**src/rtl/program_loader_pkg.sv**
```systemverilog
// Shared definitions for the boot-time program loader: FSM state encoding,
// default memory depth, frame constants and the frame length check.
package program_loader_pkg;

    typedef enum logic [2:0] {
        S_LEN_LO = 3'd0,
        S_LEN_HI = 3'd1,
        S_DATA   = 3'd2,
        S_CHK    = 3'd3,
        S_DONE   = 3'd4,
        S_ERROR  = 3'd5
    } state_t;

    localparam int DEFAULT_DEPTH = 64;
    localparam int LEN_BYTES     = 2;
    localparam int WORD_BYTES    = 4;

    // A frame is only usable if it carries at least one word and fits in memory.
    function automatic logic len_ok(input logic [15:0] n, input int depth);
        return (n != 16'd0) && (32'(n) <= depth);
    endfunction

endpackage

```
**src/rtl/program_loader_byte_assembler.sv**
```systemverilog
// Packs four consecutive bytes into a little-endian 32-bit word; word_valid
// pulses combinationally with the fourth byte so the caller can register it.
module program_loader_byte_assembler
    import program_loader_pkg::*;
(
    input  logic        clk,
    input  logic        clear,
    input  logic        byte_valid,
    input  logic [7:0]  byte_data,
    output logic [31:0] word,
    output logic        word_valid
);

    logic [1:0]  byte_cnt;
    logic [23:0] low_bytes;

    always_ff @(posedge clk) begin
        if (clear) begin
            byte_cnt  <= 2'd0;
            low_bytes <= 24'd0;
        end else if (byte_valid) begin
            byte_cnt  <= byte_cnt + 2'd1;
            low_bytes <= {byte_data, low_bytes[23:8]};
        end
    end

    // After three shifts low_bytes holds {b2, b1, b0}; the live byte is b3.
    assign word       = {byte_data, low_bytes};
    assign word_valid = byte_valid && (byte_cnt == 2'(WORD_BYTES - 1));

endmodule

```
**src/rtl/program_loader.sv**
```systemverilog
// Boot loader: receives a length/payload/checksum byte frame, writes words into
// instruction memory and releases the core once the image checks out.
module program_loader
    import program_loader_pkg::*;
#(
    parameter int DEPTH  = DEFAULT_DEPTH,
    parameter int ADDR_W = $clog2(DEPTH)
) (
    input  logic              clk,
    input  logic              reset,
    input  logic              in_valid,
    input  logic [7:0]        in_data,
    output logic              in_ready,
    input  logic              reload,
    output logic              imem_we,
    output logic [ADDR_W-1:0] imem_waddr,
    output logic [31:0]       imem_wdata,
    output logic              core_reset,
    output logic              done,
    output logic              error,
    output logic [15:0]       words_loaded
);

    state_t      state, state_nxt;
    logic [7:0]  len_lo;
    logic [15:0] len_words;
    logic [15:0] word_cnt;
    logic [7:0]  chk_sum;
    logic [15:0] rx_len;
    logic        accept;
    logic [31:0] asm_word;
    logic        asm_valid;

    assign in_ready = !reset && !reload &&
                      ((state == S_LEN_LO) || (state == S_LEN_HI) ||
                       (state == S_DATA)   || (state == S_CHK));
    assign accept   = in_valid && in_ready;
    assign rx_len   = {in_data, len_lo};

    program_loader_byte_assembler u_asm (
        .clk        (clk),
        .clear      (reset || reload),
        .byte_valid (accept && (state == S_DATA)),
        .byte_data  (in_data),
        .word       (asm_word),
        .word_valid (asm_valid)
    );

    always_ff @(posedge clk) begin
        if (reset) state <= S_LEN_LO;
        else       state <= state_nxt;
    end

    always_comb begin
        state_nxt  = state;
        core_reset = (state != S_DONE);
        done       = (state == S_DONE);
        error      = (state == S_ERROR);
        if (reload) begin
            state_nxt = S_LEN_LO;
        end else if (accept) begin
            case (state)
                S_LEN_LO: state_nxt = S_LEN_HI;
                S_LEN_HI: state_nxt = len_ok(rx_len, DEPTH) ? S_DATA : S_ERROR;
                S_DATA:   if (asm_valid && (word_cnt + 16'd1 == len_words)) state_nxt = S_CHK;
                S_CHK:    state_nxt = (in_data == chk_sum) ? S_DONE : S_ERROR;
                default:  state_nxt = state;
            endcase
        end
    end

    always_ff @(posedge clk) begin
        if (reset) begin
            len_lo     <= 8'd0;
            len_words  <= 16'd0;
            word_cnt   <= 16'd0;
            chk_sum    <= 8'd0;
            imem_we    <= 1'b0;
            imem_waddr <= '0;
            imem_wdata <= 32'd0;
        end else if (reload) begin
            // Memory contents and the last write address/data are left alone.
            len_lo    <= 8'd0;
            len_words <= 16'd0;
            word_cnt  <= 16'd0;
            chk_sum   <= 8'd0;
            imem_we   <= 1'b0;
        end else begin
            imem_we <= 1'b0;
            if (accept) begin
                case (state)
                    S_LEN_LO: len_lo    <= in_data;
                    S_LEN_HI: len_words <= rx_len;
                    S_DATA: begin
                        chk_sum <= chk_sum + in_data;
                        if (asm_valid) begin
                            imem_we    <= 1'b1;
                            imem_waddr <= word_cnt[ADDR_W-1:0];
                            imem_wdata <= asm_word;
                            word_cnt   <= word_cnt + 16'd1;
                        end
                    end
                    default: ;
                endcase
            end
        end
    end

    assign words_loaded = word_cnt;

endmodule

```
**config.mk**
```make
export PLATFORM = sky130hd
export DESIGN_NAME = program_loader
export DESIGN_NICKNAME = d
export VERILOG_FILES = /design/src/rtl/program_loader_pkg.sv /design/src/rtl/program_loader_byte_assembler.sv /design/src/rtl/program_loader.sv
export SDC_FILE = /design/constraint.sdc
export NUM_CORES = 1
export LEC_CHECK = 0
export CORE_ASPECT_RATIO = 0.6
export CORE_MARGIN = 4
export CORE_UTILIZATION = 52
export DETAILED_ROUTE_END_ITERATION = 7
export PLACE_DENSITY = 0.76
export SYNTH_ARGS = -nofsm -noshare
export SYNTH_HDL_FRONTEND = slang
export SYNTH_SLANG_ARGS = --single-unit
```
**constraint.sdc**
```tcl
create_clock -name clk -period 3 [get_ports clk]
set_clock_uncertainty 0.05 [all_clocks]
set_input_delay 0.3 -clock clk [delete_from_list [all_inputs] [get_ports clk]]
set_output_delay 0.3 -clock clk [all_outputs]
set_load 0.05 [all_outputs]
```
# Yosys cells after proc, flatten, opt, wreduce, memory -nomap -nowiden
# Index checks and enable logic that the tools add are counted.
[word_totals]
reg_bits = 116
latchBits = 0
ramBits = 0
mem_bits_ro = 0
inputBits = 12
out_inout_bits = 59
elab_cells = 56
n_memories = 0
[op_classes]
add_sub_neg = 3
multipliers = 0
n_div = 0
n_lt_le_gt_ge = 1
n_eq_ne = 10
n_shift = 0
mux = 5
bitwise_logic = 3
n_reduce_logical = 24
[ops]
columns = ["op", "count"]
rows = [
  ["$add 16x1->16 const B", 1],
  ["$eq 16x16->1", 1],
  ["$le 16x7->1 const B", 1],
  ["$reduce_bool 16->1", 1],
  ["$pmux 3 s4", 1],
  ["$add 8x8->8", 1],
  ["$eq 8x8->1", 1],
  ["$logic_and 1x1->1", 7],
  ["$eq 3x2->1 const B", 2],
  ["$eq 3x3->1 const B", 2],
  ["$mux 3", 2],
  ["$reduce_and 2->1", 3],
  ["$reduce_and 3->1", 2],
  ["$logic_or 1x1->1", 4],
  ["$reduce_and 4->1", 1],
  ["$reduce_bool 4->1", 1],
  ["$reduce_or 4->1", 1],
  ["$eq 3x1->1 const B", 1],
  ["$logic_not 3->1", 1],
  ["$ne 3x3->1 const B", 1],
  ["$not 1->1", 3],
  ["$add 2x1->2 const B", 1],
  ["$eq 2x2->1 const B", 1],
  ["$logic_not 1->1", 2],
  ["3 further kinds", 4],
]

# Depth between registers and ports, before layout
[logic_depth]
ltp_word = 11
mapped_depth = 10
depth_no_buf = 9

# Hierarchy
# From an unflattened synthesis, not the netlist that was laid out.
[unflattened]
hier_cells = 620
hier_area_um2 = 5177.5
[modules_own_cells]
columns = ["module", "instances", "cells_per_inst", "area_per_inst_um2", "seq_area_each_um2"]
rows = [
  ["program_loader", 1, 526, 4154.0, 1801.7],
  ["program_loader_byte_assembler", 1, 94, 1023.5, 520.5],
]

# Worst setup path after synthesis
# Ideal clock, no wire load.
[synth_path]
kind = "register to register"
from = "register word_cnt[0] (netlist: words_loaded[0])"
to = "register state[0]"
setup_time_ps = 59
t_arrival_ps = 2448
path_slack_ps = 443
stages_incl_launch_ff = 8
path_buffers = 0
period_less_slack_ps = 2557
path_cell_list = "dfxtp_1 ha_1 nand3_1 or4_1 o21a_1 a21o_1 o22ai_1 a41o_1"
[synth_between]
elab_chain_len = 5
[synth_lines]
columns = ["item", "line", "text"]
rows = [
  ["start, declared", "program_loader.sv:27", "logic [15:0] word_cnt;"],
  ["start signal, assigned", "program_loader.sv:100", "word_cnt <= word_cnt + 16'd1;"],
  ["$add 16x1->16", "program_loader.sv:65", "S_DATA: if (asm_valid && (word_cnt + 16'd1 == len_words)) state_nxt = S_CHK;"],
  ["$eq 16x16->1", "program_loader.sv:65", ""],
  ["$logic_and 1x1->1", "program_loader.sv:65", ""],
  ["$ne 2x1->1 (no source line)", "n/a", ""],
  ["$reduce_and 3->1 (no source line)", "n/a", ""],
  ["end signal, assigned", "program_loader.sv:51", "else state <= state_nxt;"],
  ["end, declared", "program_loader.sv:24", "state_t state, state_nxt;"],
]
# Every way passes these cells.
# A chain may end at the register's enable or synchronous reset.

# Worst setup path in the final report
[layout_path]
from = "register state[1]"
to = "output port done"
[layout_between]
elab_chain_len = 1
[layout_lines]
columns = ["item", "line", "text"]
rows = [
  ["$eq 3x3->1", "program_loader.sv:57", "done = (state == S_DONE);"],
  ["end, declared", "program_loader.sv:19", "output logic done,"],
]
# Every way passes these cells.

==> results.md <==
- Status: completed
- Net count, final: 690
- Period utilization: a little over four fifths
- Largest family of logic cells by synthesized area: simple AND/OR/NAND/NOR gates
- Slew of the pin with the lowest slew margin: about 0.55 ns
- Post-synth top area share: approximately 47%
- Clock insertion delay at the later pin of the skew report: around 0.4 ns
- Leading area contributor after synthesis: dfxtp_1
- Post-CTS Resized: 0
- # rows: 27
- Residual DRC count: 0
- H-tree depth: 4
- Maximum Capacitance Violations: 0
- Synth Area in XOR/XNOR: under 10%
- CTS Sinks: 116
- IO buf count: 70
- Antenna diode count: 0
- First-pass GRT wire length: roughly 21 mm
- Hold buffer count at cts: 0
- Post-CTS Setup Inserts: 0
- Worst reg2reg endpoint: state[0]
- Post-route setup slack: 0.459 ns
- CTS clock-pin slew for the worst setup and hold paths: ~0.06 ns
- Worst Path Max Fanout: 8
- GR Overflow Total: 0
- Simple-Gate Fraction of Synth Area: approximately a quarter
- Vias: around 4400
- Hold EP: imem_wdata[3]
- First-pass DRT Iterations: 5
- R2R setup slack: around 0.7 ns
- WP data required: 2.65 ns
- Via density: roughly 5.5
- Hold Path Origin: u_asm.low_bytes[3]
- Wire length per cell: about 16 µm
- Static leakage: 2.35 nW
- Mapped Nets: between 600 and 700
- Share of layout cells above drive strength 1: under 10%
- DRT antenna net count: 0
- Hold Violations, Final: 0
- Mux cell area share after synthesis: roughly 4.8%
- Total power: approximately 0.0036 W
- Number of synthesized flops with an enable pin: 0
- GRT Total Usage: 24.0%
- DPL Wire Length: 9.23 mm
- Area contributors post-synth: dfxtp_1 (47%), nand2_1 (11%), a21oi_1 (7.4%), mux2i_1 (4.8%), nor2_1 (4.7%)
- Die Y: about 84 µm
- Syn Inst Count: 605
- Max-slew violations: 0
- Via count of the first global-routing pass: just over 4000
- RSZ-0062 raised after global routing: no
- Unique masters post-synth: 52
- Gpl congestion: around 0.91
- CTS tree: done
- Slowest-stage cell, CP: clkdlybuf4s50_1
- Worst vdd ir: roughly 0.00048 V
- Synth Cell Area: about 5000 µm²
- Seq cells post-synth: 116
- Most frequent cell after synthesis: nand2_1
- CP Cell Sequence: or3b_2 -> inv_1 -> clkdlybuf4s50_1
- Final worst path period need: between 2 and 3 ns
- CTS buffer count: 17
- Total routed wirelength: between 10 and 15 mm
- Post-synthesis compound-gate area fraction: a little under an eighth
- WS Path Type: reg -> out
- Worst hold path type: reg -> reg
- Pre-CTS WS: roughly 0.18 ns
- Async SR Flop Fraction: 0%
- Worst path arrival time: roughly 2.2 ns
- Die area: 11300 µm²
- Yosys warning total: 0
- Final setup viols: 0
- Area delta synth->final: 28.0%
- Beginning of the worst register-to-register path: words_loaded[1]
- Core footprint: approximately 9000 µm²
- Die Width: around 130 µm
- PwrDens: about 570 nW/µm²
- Reg2reg path depth: 7
- Setup crit end kind: output pin
- Slew margin rel.: 63.2%
- FMAX: ~390 MHz
- Fin Setup TNS: 0 ns
- Starting DRT DRC Count: 503
- Initial Util: between 50% and 60%
- Most used DFF post-synth: dfxtp_1
- Critical path startpoint category: flop
- # IOs: 71
- Synth Area in Adders: roughly 2.7%
- Clock Tree Buf Depth: 2
- Hold path depth: 2
- Sequential area share after synthesis: 46.6%
- Initial antenna violation count: 0
- Commonest cells in the netlist: nand2_1 (145), dfxtp_1 (116), a21oi_1 (74)
- Syn Area/Cell: just over 8 µm²
- Largest net degree at the start of global routing: a little under 80
- CTS root buffer: clkbuf_16
- Slowest stage delay, CP: roughly 0.8 ns
==> sequential cells by signal, indices dropped and copies added (netlist names) <==
register / flops
imem_waddr: 6
len_lo: 8
words_loaded: 16
imem_we: 1
len_words: 16
state: 3
imem_wdata: 32
u_asm.byte_cnt: 2
u_asm.low_bytes: 24
chk_sum: 8
==> stage by stage <==
stage | instances | area, µm² | hold WS, ns | util, %
4_1_cts | 811 | 6380 | 0.401 | 69.0
5_1_grt | 811 | 6380 | 0.420 | 69.0
6_report | 811 | 6380 | 0.405 | 69.0
2_1_floorplan | 605 | 4990 | 0.382 | -
3_5_place_dp | 779 | 5790 | 0.395 | 62.6
3_3_place_gp | 779 | 5790 | 0.387 | 62.6
==> where the power goes <==
group          internal [W]  leakage (nW)  switching [W]
Sequential          0.00154         0.934     0.00000456
Combinational     0.0000374          1.12      0.0000673
Clock               0.00125         0.288       0.000741
Total               0.00283          2.35       0.000813
==> placed cells by master (no fill, tap or decap), types with 4 or more instances in the layout <==
cell type        netlist  routed
nor3_1                 6       6
a21oi_1               74      74
ha_1                   9       9
mux2i_1               24      24
inv_6                  0       5
xor2_1                20      20
clkbuf_16              0      17
nand4_1                6       6
or4_1                  4       4
or3_1                  6       6
buf_4                  1      12
o21ai_0                7       7
nand2_1              145     145
nand3_1               15      15
clkdlybuf4s50_1        0      69
dfxtp_1              116     116
xnor2_1               19      19
inv_1                  8       8
nor2_1                63      63
==> routing by layer <==
layer	wire length (µm)	GRT usage [%]	vias up	part of all wire [%]
met5	0	0	-	0
met4	149	6.84	0	1.1
met3	1180	7.23	18	9.0
met2	5260	32.5	185	40
met1	6500	36.4	2077	50
li1	-	-	2155	-
==> cell type report <==
class,instances,area (µm²)
clock inverter,14,151
clock buffer,18,439
multi-input combinational,442,2470
fill,759,2870
tap,130,163
inverter,9,33.8
sequential,116,2320
timing repair buffer,82,801
==> kinds of logic after synthesis <==
logic type,count (synthesis)
xor gates and xnor gates,39
adders and majority gates,10
and+or+nand+nor,267
AOI/OAI and AO/OA,102
muxes,24
buffers and inverters,47
DFF,116
==> how the worst max path moves through the flow <==
stage / slack [ns] / start / to
2_1_floorplan: 0.44 / words_loaded[0] / state[0]
3_3_place_gp: 0.13 / in_data[1] / chk_sum[7]
3_5_place_dp: 0.18 / in_data[1] / chk_sum[7]
4_1_cts: 0.45 / state[1] / done
5_1_grt: 0.41 / state[1] / done
6_report: 0.46 / state[1] / done
==> worst max-delay path, delay by kind of cell (launching register included) <==
family,cells,cell delay (ns)
buffers and inverters,2,0.86
DFF,1,0.40
and+or+nand+nor,1,0.52
No activity file was read; power rests on OpenSTA's default activity.
